[src/rtl/plab5_mcore_resp_net_inject_queue_pkg.sv]
// Shared defaults and helpers for the memory-response network inject queue.
// Latency: n/a (package only).
// Backpressure: n/a (package only).
package plab5_mcore_resp_net_inject_queue_pkg;

  // Default widths of the response-network message: control carries
  // dest/src/opaque plus the memory response header, data carries the payload.
  localparam int unsigned RESP_NET_CNBITS  = 23;
  localparam int unsigned RESP_NET_DNBITS  = 32;
  localparam int unsigned RESP_NET_ENTRIES = 4;

  // Increment a ring pointer, wrapping at the number of slots.
  function automatic int unsigned ring_inc(input int unsigned ptr,
                                           input int unsigned n);
    return (ptr + 1 >= n) ? 0 : ptr + 1;
  endfunction

endpackage

[src/rtl/plab5_mcore_resp_queue_ctrl.sv]
// Pointer, occupancy and handshake control for the response inject queue.
// Latency: handshakes are combinational from registered count; state updates on the clock edge.
// Backpressure: in_rdy drops when full (no enqueue even with a same-cycle dequeue); both handshakes low in reset.
module plab5_mcore_resp_queue_ctrl
  import plab5_mcore_resp_net_inject_queue_pkg::*;
#(
  parameter int unsigned p_num_entries = RESP_NET_ENTRIES,
  localparam int unsigned AW = $clog2(p_num_entries),
  localparam int unsigned CW = AW + 1
)(
  input  logic          clk,
  input  logic          reset,
  input  logic          in_val_i,
  input  logic          out_rdy_i,
  output logic          in_rdy_o,
  output logic          out_val_o,
  output logic          enq_o,
  output logic          deq_o,
  output logic [AW-1:0] enq_ptr_o,
  output logic [AW-1:0] deq_ptr_o,
  output logic [CW-1:0] count_o
);

  logic [AW-1:0] enq_ptr_q, enq_ptr_d;
  logic [AW-1:0] deq_ptr_q, deq_ptr_d;
  logic [CW-1:0] count_q,   count_d;

  // Handshakes derive only from registered occupancy, so there is no in-to-out path.
  always_comb begin
    in_rdy_o  = (count_q < CW'(p_num_entries)) && !reset;
    out_val_o = (count_q != '0) && !reset;
    enq_o     = in_val_i && in_rdy_o;
    deq_o     = out_val_o && out_rdy_i;
  end

  // Next-state pointers and occupancy; simultaneous enq+deq leaves count unchanged.
  always_comb begin
    enq_ptr_d = enq_ptr_q;
    deq_ptr_d = deq_ptr_q;
    count_d   = count_q;
    if (enq_o) enq_ptr_d = AW'(ring_inc(int'(enq_ptr_q), p_num_entries));
    if (deq_o) deq_ptr_d = AW'(ring_inc(int'(deq_ptr_q), p_num_entries));
    if (enq_o && !deq_o)      count_d = count_q + CW'(1);
    else if (!enq_o && deq_o) count_d = count_q - CW'(1);
  end

  // Register pointer and occupancy state; reset discards everything in flight.
  always_ff @(posedge clk) begin
    if (reset) begin
      enq_ptr_q <= '0;
      deq_ptr_q <= '0;
      count_q   <= '0;
    end else begin
      enq_ptr_q <= enq_ptr_d;
      deq_ptr_q <= deq_ptr_d;
      count_q   <= count_d;
    end
  end

  assign enq_ptr_o = enq_ptr_q;
  assign deq_ptr_o = deq_ptr_q;
  assign count_o   = count_q;

endmodule

[src/rtl/plab5_mcore_resp_net_inject_queue.sv]
// Domain-tagged FIFO between the mem-to-net response adapter and the network injection port.
// Latency: 1 cycle minimum from in_val to out_val (no bypass).
// Backpressure: valid/ready on both sides; in_rdy low when full, out_* held stable while out_rdy is low.
module plab5_mcore_resp_net_inject_queue
  import plab5_mcore_resp_net_inject_queue_pkg::*;
#(
  parameter int unsigned p_cnbits      = RESP_NET_CNBITS,
  parameter int unsigned p_dnbits      = RESP_NET_DNBITS,
  parameter int unsigned p_num_entries = RESP_NET_ENTRIES,
  localparam int unsigned AW = $clog2(p_num_entries),
  localparam int unsigned CW = AW + 1
)(
  input  logic                clk,
  input  logic                reset,
  input  logic                in_val,
  output logic                in_rdy,
  input  logic                in_domain,
  input  logic [p_cnbits-1:0] in_control,
  input  logic [p_dnbits-1:0] in_data,
  output logic                out_val,
  input  logic                out_rdy,
  output logic                out_domain,
  output logic [p_cnbits-1:0] out_control,
  output logic [p_dnbits-1:0] out_data,
  output logic [CW-1:0]       count
);

  logic          enq;
  logic          deq;
  logic [AW-1:0] enq_ptr;
  logic [AW-1:0] deq_ptr;

  // Per-entry storage; domain, control and data of a slot travel together.
  logic                dom_q  [p_num_entries];
  logic [p_cnbits-1:0] ctrl_q [p_num_entries];
  logic [p_dnbits-1:0] data_q [p_num_entries];

  plab5_mcore_resp_queue_ctrl #(
    .p_num_entries (p_num_entries)
  ) u_ctrl (
    .clk       (clk),
    .reset     (reset),
    .in_val_i  (in_val),
    .out_rdy_i (out_rdy),
    .in_rdy_o  (in_rdy),
    .out_val_o (out_val),
    .enq_o     (enq),
    .deq_o     (deq),
    .enq_ptr_o (enq_ptr),
    .deq_ptr_o (deq_ptr),
    .count_o   (count)
  );

  // Write the enqueue slot, and scrub the data of a dequeued slot so no
  // high-domain payload lingers. Enq and deq never target the same slot in one
  // cycle: that would need the queue to be both empty and non-empty.
  always_ff @(posedge clk) begin
    if (reset) begin
      for (int i = 0; i < int'(p_num_entries); i++) begin
        dom_q[i]  <= 1'b0;
        ctrl_q[i] <= '0;
        data_q[i] <= '0;
      end
    end else begin
      for (int i = 0; i < int'(p_num_entries); i++) begin
        if (enq && (enq_ptr == AW'(i))) begin
          dom_q[i]  <= in_domain;
          ctrl_q[i] <= in_control;
          data_q[i] <= in_data;
        end else if (deq && (deq_ptr == AW'(i))) begin
          data_q[i] <= '0;
        end
      end
    end
  end

  // Present the head entry only while valid; otherwise drive all-zero.
  always_comb begin
    out_domain  = 1'b0;
    out_control = '0;
    out_data    = '0;
    if (out_val) begin
      out_domain  = dom_q[deq_ptr];
      out_control = ctrl_q[deq_ptr];
      out_data    = data_q[deq_ptr];
    end
  end

endmodule
[config.mk]
export PLATFORM = sky130hd
export DESIGN_NAME = plab5_mcore_resp_net_inject_queue
export DESIGN_NICKNAME = d
export VERILOG_FILES = /design/src/rtl/plab5_mcore_resp_net_inject_queue_pkg.sv /design/src/rtl/plab5_mcore_resp_queue_ctrl.sv /design/src/rtl/plab5_mcore_resp_net_inject_queue.sv
export SDC_FILE = /design/constraint.sdc
export NUM_CORES = 1
export LEC_CHECK = 0
export CORE_ASPECT_RATIO = 1.4
export CORE_MARGIN = 4
export CORE_UTILIZATION = 25
export CTS_BUF_LIST = sky130_fd_sc_hd__clkbuf_8 sky130_fd_sc_hd__clkbuf_16
export CTS_CLUSTER_DIAMETER = 50
export DETAILED_ROUTE_END_ITERATION = 10
export PLACE_DENSITY_LB_ADDON = 0.3
export SYNTH_ARGS = -nofsm -noshare
export SYNTH_HDL_FRONTEND = slang
export SYNTH_HIERARCHICAL = 1
export SYNTH_SLANG_ARGS = --single-unit
[constraint.sdc]
create_clock -name clk -period 6.9 [get_ports clk]
set_input_delay 1.38 -clock clk [delete_from_list [all_inputs] [get_ports clk]]
set_output_delay 1.38 -clock clk [all_outputs]
set_load 0.02 [all_outputs]
==> impl_metrics.toml, run 1 <==
[run_status]
status = "complete, no violations"

[run]
maxCapViolations = 0

[critical_path]
end_kind = "output pin"
critPathKind = "input port to output pin"
cp_max_fo = 38
startpoint_type = "input port"
critPathSlowestCell = "clkdlybuf4s50_1"
path_buf_inv = 4
crit_family = "buffers and inverters"
slowest_delay_ns = 0.67
cp.arrival_ns = 4.08
crit_chain = "clkdlybuf4s50_1 > buf_4 > nor2_1 > nand2_2 > buf_4 > o22ai_1 > clkdlybuf4s50_1"
worstPathRequired_ns = 5.52

[clock_network]
htreeDepth = 1
cts_tree = "done"
cts_root_buffer = "clkbuf_16"
clk_path_buf_depth = 3
cts-resized-gates = 0
cts_inserted_buffers = 28
post_cts_buffers = 0
path_clk_slew_ns = 0.06
hold_buffers = 0
clock_latency_ns = 0.54
clkSinkCount = 231

[timing]
setup_violations = 0
hold_viol_final = 0
fin_skew_ns = 0.00926
finalSetupTns_ns = 0
max_freq_mhz = 183
slew_viol_final = 0
worstMarginPinSlew_ns = 0.992
rsz0062_at_grt = "no"
final.period_utilization_pct = 79.1
slew_headroom_pct = 33.6
fin_crit_ns = 5.46

[placement]
dpl.hpwl_um = 13900
portBuffers = 120
dp.cells = 1346
place.gp.congestion = 0.658

[global_route]
grt_overflow = 0
grt_pass1_vias = 6563
grt_use_total_pct = 10.9
antenna_found_initial = 2
grt_first_pass_wirelength_um = 38600
grt_max_degree = 57

[detailed_routing]
wl_um = 25300
drtAntennaViolNets = 0
drt_first_pass_iters = 4
via_per_inst = 4.33
drcViolationCount = 0
drt_iter0_markers = 239
wl_per_cell_um = 18.1
routed-via-count = 6047

[yosys]
yosysSeqAreaShare_pct = 65.1
async_reset_ff_share_pct = 0
synth_top_area_share_pct = 63.8
synth_commonest_cells = "225 x and2_1, 224 x edfxtp_1, 115 x mux2i_1"
synth_edf_count = 224
synthCells = 725
yosysUniqueCellTypes = 32
avgSynthCellArea_sq_um = 14.5
syn-num-nets = 789
synthesis.area_sq_mm = 0.0105
yosys_warnings = 6
synth.most_common_cell = "and2_1"
synthFlopType = "edfxtp_1"
ys_ff_latch = 231
yosysTopAreaCell = "edfxtp_1"
yosys-top-cells-area = "edfxtp_1 64%, and2_1 13%, mux2i_1 11%"

[pwr]
power_density_mw_per_mm2 = 302
leakagePower_nw = 4.40
ir_drop_mv = 0.207

[die]
fp.dieW_um = 182
row_count = 88
die_h_um = 251
core_sq_mm = 0.0414
io-pin-count = 121
start_util_pct = 25.5
dieArea_sq_mm = 0.0456

[cells_and_area]
syn_to_final_growth_pct = 24.2
fin_cells = 1398
nets = 900
drive_above_1_share_pct = 8.74
antenna_cells = 0

[worst_hold_path]
holdCritPathClass = "flop to flop"
==> logic make-up after synthesis <==
group | share of synthesized area, %
adder cells (fa/ha/maj) | 0.546
AND/OR/NAND/NOR | 15.0
buffers and inverters | 3.99
XOR/XNOR | 0.166
multiplexers | 11.2
AO/OA/AOI/OAI | 3.96
flip-flops | 65.1
==> placed cells by master (no fill, tap or decap), types with 6 or more instances in the layout <==
master,instances
and2_1,225
buf_4,11
clkbuf_16,29
clkdlybuf4s50_1,120
clkinv_1,6
dfxtp_1,6
edfxtp_1,224
inv_1,7
mux2i_1,115
nor2_1,8
o22ai_1,56
==> stage by stage <==
stage | total power [mW] | hold slack [ns] | cell area [sq um] | utilization, % | worst slack, ns
detailed placement | 2.66 | 0.559 | 12200 | 29.5 | 1.40
finish | 3.96 | 0.579 | 13100 | 31.6 | 1.44
CTS | 4.03 | 0.569 | 13100 | 31.6 | 1.40
global route | 4.14 | 0.632 | 13100 | 31.6 | 1.28
floorplan | 2.28 | 0.510 | 10500 | - | 2.50
global placement | 2.65 | 0.540 | 12200 | 29.5 | 1.44
==> where the power goes <==
| group | total [mW] | internal [mW] | switching, mW |
|---|---|---|---|
| clock | 1.36 | 0.770 | 0.588 |
| combinational | 0.854 | 0.359 | 0.495 |
| sequential | 1.75 | 1.69 | 0.0638 |
| total | 3.96 | 2.81 | 1.15 |
==> path summary, 6_finish.rpt <==
check | startpoint | endpoint | slack (ns) | cells past startpoint
worst max-delay path | reset | out_data[31] | 1.44 | 7
worst min-delay path | u_ctrl/count_o[2]$_SDFFE_PP0P_ | u_ctrl/count_o[2]$_SDFFE_PP0P_ | 0.58 | 2
worst max register to register | u_ctrl/enq_ptr_o[1]$_SDFFE_PP0P_ | data_q[3][30]$_SDFFCE_PP0P_ | 4.22 | 3
worst min register to register | u_ctrl/count_o[2]$_SDFFE_PP0P_ | u_ctrl/count_o[2]$_SDFFE_PP0P_ | 0.58 | 2
==> sequential cells by signal, indices dropped and copies added, names as in the netlist <==
name              flops
ctrl_q               92
data_q              128
dom_q                 4
u_ctrl/count_o        3
u_ctrl/deq_ptr_o      2
u_ctrl/enq_ptr_o      2
==> final cells by class <==
type,instances,area (sq um)
multi-input cells,438,3360
flip-flops and latches,231,6870
clock buffers,29,726
clock inverters,23,139
repair buffers,132,1300
fillers,4139,28300
inverters,5,18.8
well taps,540,676
==> worst register-to-register path, delay by kind of cell, from the launching register on <==
kind	cells	cell delay, ns
flops	1	0.76
compound gates	2	1.05
buf+inv	1	0.47
==> per-layer routing <==
layer	share of wire [%]	global-route usage, %	up-vias	wire length, um
li1	-	-	2881	-
met1	40	12.2	2998	10100
met2	53	20.6	127	13400
met3	4.9	2.37	37	1250
met4	2.0	2.98	4	513
met5	0.091	0	-	23
Note: power is estimated with default switching activity, not from simulation.
==> run 2, diff against run 1 <==
Clock period 6.9 ns to 4.65 ns, I/O delays scaled along.
==> impl_metrics.toml, run 2 (synthesis results as in run 1) <==
[timing]
worst_slack_ns = 0.619
slew_headroom_pct = 44.4
max_freq_mhz = 248
fin_skew_ns = 0.0145
finalSetupTns_ns = 0
hold_viol_final = 0
final.period_utilization_pct = 86.7
rsz0062_at_grt = "no"
fin_crit_ns = 4.03
setup_violations = 0
slew_viol_final = 0
worstMarginPinSlew_ns = 0.834

[critical_path]
cp_max_fo = 27
path_buf_inv = 3
crit_chain = "clkdlybuf4s50_1 > nor2_1 > nand2b_4 > buf_12 > o22ai_1 > clkdlybuf4s50_1"
cp.arrival_ns = 3.10
crit_family = "buffers and inverters"
end_kind = "output pin"
slowest_delay_ns = 0.65
worstPathRequired_ns = 3.72
startpoint_type = "input port"
critPathKind = "input port to output pin"
crit_top_cell = "clkdlybuf4s50_1"
critPathSlowestCell = "clkdlybuf4s50_1"

[die]
core_sq_mm = 0.0414
dieArea_sq_mm = 0.0456
start_util_pct = 25.5
io-pin-count = 121
fp.dieW_um = 182
row_count = 88
die_h_um = 251

[detailed_routing]
drtAntennaViolNets = 0
via_per_inst = 4.34
drt_first_pass_iters = 4
wl_per_cell_um = 18.7
drcViolationCount = 0
wl_um = 26300
drt_iter0_markers = 206
routed-via-count = 6111

[placement]
dpl.hpwl_um = 15700
portBuffers = 120
pre_cts_ws_ns = 0.533
place.gp.congestion = 0.672

[cells_and_area]
fin_util_pct = 32.0
largest_registers = "data_q x128, ctrl_q x92, dom_q x4"
final_common_cell = "and2_1"
multi_input_area_sq_mm = 0.00336
syn_to_final_growth_pct = 25.7
ff_latch_area_sq_mm = 0.00687
drive_above_1_share_pct = 9.69
largest_register_ffs = 128
nets = 911
final_cell_mix = "225 x and2_1, 224 x edfxtp_1, 120 x clkdlybuf4s50_1, 115 x mux2i_1, 56 x o22ai_1"
fillers = 4160
regMostFlops = "data_q"

[clock_network]
path_clk_slew_ns = 0.06
htreeDepth = 1
cts_root_buffer = "clkbuf_16"
post_cts_buffers = 0
cts-resized-gates = 0
cts_inserted_buffers = 27
cts_tree = "done"
hold_buffers = 0
clock_latency_ns = 0.53
clk_path_buf_depth = 3
clkSinkCount = 231

[global_route]
antenna_found_initial = 3
grt_overflow = 0
grt_first_pass_wirelength_um = 39800
grt_pass1_vias = 6493
grt_max_degree = 48
grt_use_total_pct = 11.2

[worst_hold_path]
holdCritPathClass = "flop to flop"

[pwr]
finalPower_mw = 6.03
power_density_mw_per_mm2 = 455
ir_drop_mv = 0.235
leakagePower_nw = 4.49

[run_status]
status = "complete, no violations"

[run]
maxCapViolations = 0
==> run 2: cell count changes in the layout (fill, tap and decap cells not counted) <==
| cell | change |
|---|---|
| inv_6 | -3 |
| clkbuf_16 | -2 |
| buf_12 | +2 |
| clkinvlp_4 | -1 |
| bufinv_16 | +3 |
| buf_4 | +10 |
| diode_2 | +1 |
| clkinv_4 | -2 |
| inv_8 | +1 |
| inv_1 | +2 |
| clkinv_1 | -2 |
| clkinv_8 | +1 |
| clkinv_2 | -2 |
| clkbuf_8 | +2 |
==> run 2: layer usage <==
layer	track usage (%)	vias to the layer above	wire, um
met5	0	-	23
met4	2.85	4	501
met3	2.13	34	1210
li1	-	2893	-
met2	20.3	129	13500
met1	13.7	3051	11100
==> run 2: layout make-up <==
cell class | instances | area share, %
Inverter | 5 | 0.142
Tap cell | 540 | 5.10
Multi-Input combinational cell | 438 | 25.4
Clock inverter | 20 | 1.47
Clock buffer | 29 | 5.31
Timing Repair Buffer | 144 | 10.7
Antenna cell | 1 | 0.0189
Sequential cell | 231 | 51.9
==> run 2: per-stage QoR <==
stage	instances	instance area (sq um)	hold WS, ns
global route	1408	13200	0.635
detailed placement	1358	12300	0.553
global placement	1358	12300	0.546
finish	1408	13200	0.554
CTS	1407	13200	0.561
floorplan	725	10500	0.510
==> run 2: worst reg2reg max path: stages, from the launching register on <==
cell and delay (ns):
dfxtp_4 0.87, buf_4 0.48, inv_1 0.18, o221ai_4 0.16, buf_4 0.49
==> run 2: power breakdown <==
| part | switching [mW] | total (mW) | internal (mW) | leakage (nW) |
|---|---|---|---|---|
| registers | 0.113 | 2.61 | 2.50 | 2.39 |
| clock network | 0.860 | 2.12 | 1.26 | 0.451 |
| logic | 0.730 | 1.29 | 0.562 | 1.65 |
| total | 1.70 | 6.03 | 4.33 | 4.49 |
==> run 2: path summary, 6_finish.rpt <==
check | startpoint | end | slack (ns) | cells after the start
max | reset | out_data[27] | 0.62 | 6
min | u_ctrl/count_o[2]$_SDFFE_PP0P_ | u_ctrl/count_o[2]$_SDFFE_PP0P_ | 0.55 | 2
max reg2reg | u_ctrl/deq_ptr_o[1]$_SDFFE_PP0P_ | data_q[2][21]$_SDFFCE_PP0P_ | 2.07 | 4
min reg2reg | u_ctrl/count_o[2]$_SDFFE_PP0P_ | u_ctrl/count_o[2]$_SDFFE_PP0P_ | 0.55 | 2
